**config.mk**
```make
export PLATFORM = sky130hd
export DESIGN_NAME = wb_stage
export DESIGN_NICKNAME = d
export VERILOG_FILES = /design/src/rtl/wb_stage.sv
export SDC_FILE = /design/constraint.sdc
export NUM_CORES = 1
export LEC_CHECK = 0
export BUFFER_PORTS_ARGS = -buffer_cell sky130_fd_sc_hd__clkbuf_2
export CAP_MARGIN = 10
export CORE_AREA = 4 4 104 106
export CTS_BUF_LIST = sky130_fd_sc_hd__clkbuf_8 sky130_fd_sc_hd__clkbuf_16
export CTS_CLUSTER_SIZE = 8
export DETAILED_ROUTE_END_ITERATION = 10
export DIE_AREA = 0 0 108 110
export HOLD_SLACK_MARGIN = 0.08
export PLACE_DENSITY = 0.95
export SLEW_MARGIN = 10
export SYNTH_ARGS = -nofsm -noshare
export SYNTH_HDL_FRONTEND = slang
export SYNTH_SLANG_ARGS = --single-unit
```
**constraint.sdc**
```tcl
create_clock -name clk -period 4.6 [get_ports clk]
set_clock_uncertainty 0.15 [all_clocks]
set_input_delay 0.23 -clock clk [delete_from_list [all_inputs] [get_ports clk]]
set_output_delay 0.23 -clock clk [all_outputs]
set_load 0.005 [all_outputs]
```
**src/rtl/wb_stage.sv**
```systemverilog
// -----------------------------------------------------------------------------
// wb_stage
// Writeback stage sitting directly after MEM. Selects load data or ALU result
// for the single register-file write port, keeps a registered copy of that
// write for the decode/EX forwarding logic, counts retired and squashed writes,
// and owns the branch-shadow counter that suppresses register writes for a
// fixed number of cycles after a taken branch.
//
// Ports
//   clk, rst_n         clock (rising edge) and asynchronous active-low reset
//   i_hold             pipeline freeze: no write, all state holds
//   i_dout             registered load data from MEM
//   i_result_mem       registered ALU result from MEM
//   i_MemtoReg_mem     1 selects load data, 0 selects ALU result
//   i_RegWrite_mem     instruction in WB writes a register
//   i_towrite_mem      destination register index
//   i_branch_taken     taken branch resolved this cycle (single-cycle pulse)
//   i_init_delay       startup window, shadow logic held idle while high
//   o_rf_we/waddr/wdata  register-file write port (combinational)
//   o_fwd_valid/rd/data  previous unheld cycle's write, registered
//   o_shadow_active    write-suppression window in progress
//   o_retired_cnt      writes actually performed (wraps)
//   o_squashed_cnt     writes suppressed by the branch shadow (wraps)
// -----------------------------------------------------------------------------
module wb_stage #(
  parameter int SHADOW_CYCLES = 3,
  parameter int CNT_W         = 32
) (
  input  logic             clk,
  input  logic             rst_n,
  input  logic             i_hold,
  input  logic [31:0]      i_dout,
  input  logic [31:0]      i_result_mem,
  input  logic             i_MemtoReg_mem,
  input  logic             i_RegWrite_mem,
  input  logic [4:0]       i_towrite_mem,
  input  logic             i_branch_taken,
  input  logic             i_init_delay,
  output logic             o_rf_we,
  output logic [4:0]       o_rf_waddr,
  output logic [31:0]      o_rf_wdata,
  output logic             o_fwd_valid,
  output logic [4:0]       o_fwd_rd,
  output logic [31:0]      o_fwd_data,
  output logic             o_shadow_active,
  output logic [CNT_W-1:0] o_retired_cnt,
  output logic [CNT_W-1:0] o_squashed_cnt
);

  typedef enum logic {
    IDLE   = 1'b0,
    SHADOW = 1'b1
  } shadowState_t;

  localparam logic [2:0] SC_LOAD = 3'(SHADOW_CYCLES);

  shadowState_t     r_state;
  shadowState_t     w_nextState;
  logic [2:0]       r_sc;
  logic [2:0]       w_nextSc;
  logic             w_wantWrite;
  logic             w_rfWe;
  logic             w_shadowActive;
  logic [31:0]      w_wdataSel;
  logic             r_fwdValid;
  logic [4:0]       r_fwdRd;
  logic [31:0]      r_fwdData;
  logic [CNT_W-1:0] r_retired;
  logic [CNT_W-1:0] r_squashed;

  // Write port: r0 is hardwired, so a write to it is never requested.
  assign w_wdataSel     = i_MemtoReg_mem ? i_dout : i_result_mem;
  assign w_wantWrite    = i_RegWrite_mem && (i_towrite_mem != 5'd0);
  assign w_shadowActive = (r_state == SHADOW);
  assign w_rfWe         = w_wantWrite && !w_shadowActive && !i_hold;

  // Shadow next-state. The state leaves SHADOW on the edge where sc would hit
  // zero, so the window lasts exactly SHADOW_CYCLES unheld cycles starting the
  // cycle after the branch. A branch inside the window restarts the count.
  always_comb begin
    w_nextState = r_state;
    w_nextSc    = r_sc;
    if (!i_hold) begin
      if (i_init_delay) begin
        w_nextState = IDLE;
        w_nextSc    = 3'd0;
      end else if (i_branch_taken) begin
        w_nextState = SHADOW;
        w_nextSc    = SC_LOAD;
      end else if (r_state == SHADOW) begin
        if (r_sc <= 3'd1) begin
          w_nextState = IDLE;
          w_nextSc    = 3'd0;
        end else begin
          w_nextSc = r_sc - 3'd1;
        end
      end
    end
  end

  // Shadow state register.
  always_ff @(posedge clk or negedge rst_n) begin
    if (!rst_n) begin
      r_state <= IDLE;
      r_sc    <= 3'd0;
    end else begin
      r_state <= w_nextState;
      r_sc    <= w_nextSc;
    end
  end

  // Forwarding copy and counters, all frozen while the pipeline is held.
  always_ff @(posedge clk or negedge rst_n) begin
    if (!rst_n) begin
      r_fwdValid <= 1'b0;
      r_fwdRd    <= 5'd0;
      r_fwdData  <= 32'd0;
      r_retired  <= '0;
      r_squashed <= '0;
    end else if (!i_hold) begin
      r_fwdValid <= w_rfWe;
      r_fwdRd    <= i_towrite_mem;
      r_fwdData  <= w_wdataSel;
      if (w_rfWe) begin
        r_retired <= r_retired + CNT_W'(1);
      end
      if (w_wantWrite && w_shadowActive) begin
        r_squashed <= r_squashed + CNT_W'(1);
      end
    end
  end

  assign o_rf_we         = w_rfWe;
  assign o_rf_waddr      = i_towrite_mem;
  assign o_rf_wdata      = w_wdataSel;
  assign o_fwd_valid     = r_fwdValid;
  assign o_fwd_rd        = r_fwdRd;
  assign o_fwd_data      = r_fwdData;
  assign o_shadow_active = w_shadowActive;
  assign o_retired_cnt   = r_retired;
  assign o_squashed_cnt  = r_squashed;

endmodule

```
==> metrics.txt <==
Clock Sink Count=106; Int Pwr=1420 uW; DRT iter0 DRCs=175; Pre-antenna DRT Iters=4; most frequent cells in the layout=215 x clkbuf_2, 106 x dfrtp_1, 64 x mux2_2; # setup viols final=0; worst hold path class=in -> reg; CORE AREA=9770 sq um; PD cells=312 nW/um^2; syn_area_per_cell=12.1 sq um; max frequency=406 MHz; sequential share of power=0.548; CTS H-tree depth=3; global-route wire length before repair=20.8 mm; layout net count=712; sw frac=0.294; #FFs+latches synth=106; status=complete, no violations; Hold Slack=0.0978 ns; setup TNS=0 ns; synthesized cell area=4990 sq um; Routed WL=13.0 mm; critical path launch point=i_towrite_mem[0]; Peak supply drop=0.181 mV; fin crit period=2.46 ns; clk buf depth=2; Fin. Hold Viols=0; Seq. cell area=2650 sq um; CTS tree=built; post-CTS sizing=0; share of cells above drive strength 1=0.481; Post-synth EDFFs=0; Total GRT Usage=0.222; commonest non-fill, non-tap cell in the layout=clkbuf_2; Slew @ Worst Pin=1.11 ns; RSZ-0062 raised after global routing=no; Routed WL per cell=16.8 um; diode count=0; later-pin clock latency in the skew report=0.36 ns; Initial Util=0.510; Hold Startpoint=i_result_mem[4]; Seq/Total Area, Yosys=0.532; synthesized instance count=413; Die Ht=110 um; initial antenna violation count=0; Post-synth top flop=dfrtp_1; largest net degree at the start of global routing=56; fill cell count=750; Area growth syn-to-layout=29.1%; crit path DAT=2.08 ns; min setup slack post-route=2.14 ns; Max Cap Viol=0; post-synth net total=492; I/O pin cnt=217; root buffer selected by CTS=clkbuf_8; Pwr Total=2010 uW; Worst setup SP type=input pin; drc violations=0; via count=4063; GPL Wtd Cong=0.883; die footprint=11900 sq um; switching power of the nets=590 uW; asr flop ratio synth=1.00; Worst setup EP type=output port; Clk network pwr share=0.259; CTS Buf Count=9; Syn. warnings=0; fin crit share=0.535; area taken by multi-input logic gates=2200 sq um; dpl ws=1.99 ns; Post-DRT Antenna Nets=0; worst rel slew slack=0.258; Reg-to-Reg Start=o_squashed_cnt[0]; vias per cell=5.27; Util after Layout=0.659; Worst R2R Setup Slack=2.52 ns; leakage power=0.00329 uW; grt total ovfl=0; via count of the first global-routing pass=4284; Post-DP HPWL=10.1 mm; Die W=108 um; Placement Rows=36; Slew Viols, Final=0; Unique masters post-synth=41; Worst Setup Path Type=in -> out; Combinational Power Share=0.193; clk slew on worst S/H paths=0.10 ns; Crit Path Max Fanout=6; WP data required=4.22 ns; Port Buffers=216
==> cell type report <==
type | instances | share of cell area
clock buffers | 9 | 0.0192
clock inverters | 7 | 0.00855
inverters | 11 | 0.00641
multi-input cells | 277 | 0.341
flip-flops and latches | 106 | 0.412
well taps | 133 | 0.0258
repair buffers | 228 | 0.187
==> power by group through the flow <==
stage | Combinational, uW | Clock [uW] | Sequential (uW)
final | 388 | 521 | 1100
after detailed placement | 387 | 0 | 1120
after CTS | 396 | 538 | 1100
after floorplan | 173 | 0 | 1110
after global placement | 367 | 0 | 1110
after global routing | 430 | 581 | 1110
==> flip-flops by register name (all words and copies together), names as in the netlist <==
register,cells
o_fwd_data,32
o_fwd_rd,5
o_fwd_valid,1
o_retired_cnt,32
o_shadow_active,1
o_squashed_cnt,32
r_sc,3
==> critical path: stages <==
cell           delay, ns
dlygate4sd3_1       0.54
clkbuf_2            0.15
or4_4               0.58
o21ai_1             0.25
nor3_2              0.13
clkbuf_2            0.20
==> logic make-up (layout without fill, tap and decap cells) <==
family / count (synthesis) / in the layout / synth area share
simple gates: 126 / 126 / 0.143
mux: 70 / 70 / 0.158
compound gates: 16 / 16 / 0.0233
fa+ha+maj: 3 / 3 / 0.00753
flops: 106 / 106 / 0.532
buf+inv: 30 / 255 / 0.0276
xor+xnor: 62 / 62 / 0.109
==> cell usage after synthesis (all sizes together) (2+ instances only) <==
library cell / count / area [sq um]
nand3b: 3 / 22.5
o211ai: 2 / 25.0
ha: 3 / 37.5
a21oi: 4 / 20.0
o21ai: 4 / 20.0
mux2: 70 / 788
clkbuf: 5 / 20.0
and4: 5 / 43.8
nor2: 14 / 52.6
xor2: 18 / 158
dfrtp: 106 / 2650
and2: 5 / 31.3
nor4: 3 / 33.8
inv: 11 / 41.3
or2: 2 / 12.5
nand3: 23 / 115
and3: 12 / 75.1
xnor2: 44 / 385
nand4: 17 / 106
nand2: 26 / 97.6
nor3: 12 / 81.3
buf: 14 / 76.3
o31ai: 2 / 15.0
==> routing by layer <==
layer	routed length (um)	global-route usage	vias up
met5	0	0	-
met2	6830	0.410	167
li1	-	-	1876
met1	4900	0.251	1994
met4	342	0.0748	0
met3	904	0.0553	26
==> worst paths after layout <==
kind | endpoint | depth (start not counted)
min in group asynchronous | o_retired_cnt[17] | 2
max | o_rf_we | 6
min reg2reg | o_squashed_cnt[31] | 1
max in group asynchronous | o_squashed_cnt[5] | 3
max reg2reg | o_squashed_cnt[24] | 6
min | o_fwd_data[4] | 3
==> timing repair <==
action / 4_1_cts / 5_1_grt
setup buffers: 0 / 0
hold buffers: 11 / 0
endpoints found under the setup margin: 0 / 0
hold endpoints to repair: 65 / 0
==> metrics by stage <==
step                std cells  cell area [sq um]
floorplan                 413               4990
global placement          744               6150
detailed placement        744               6150
CTS                       771               6440
global route              771               6440
finish                    771               6440
(Power assumes the default switching activity.)
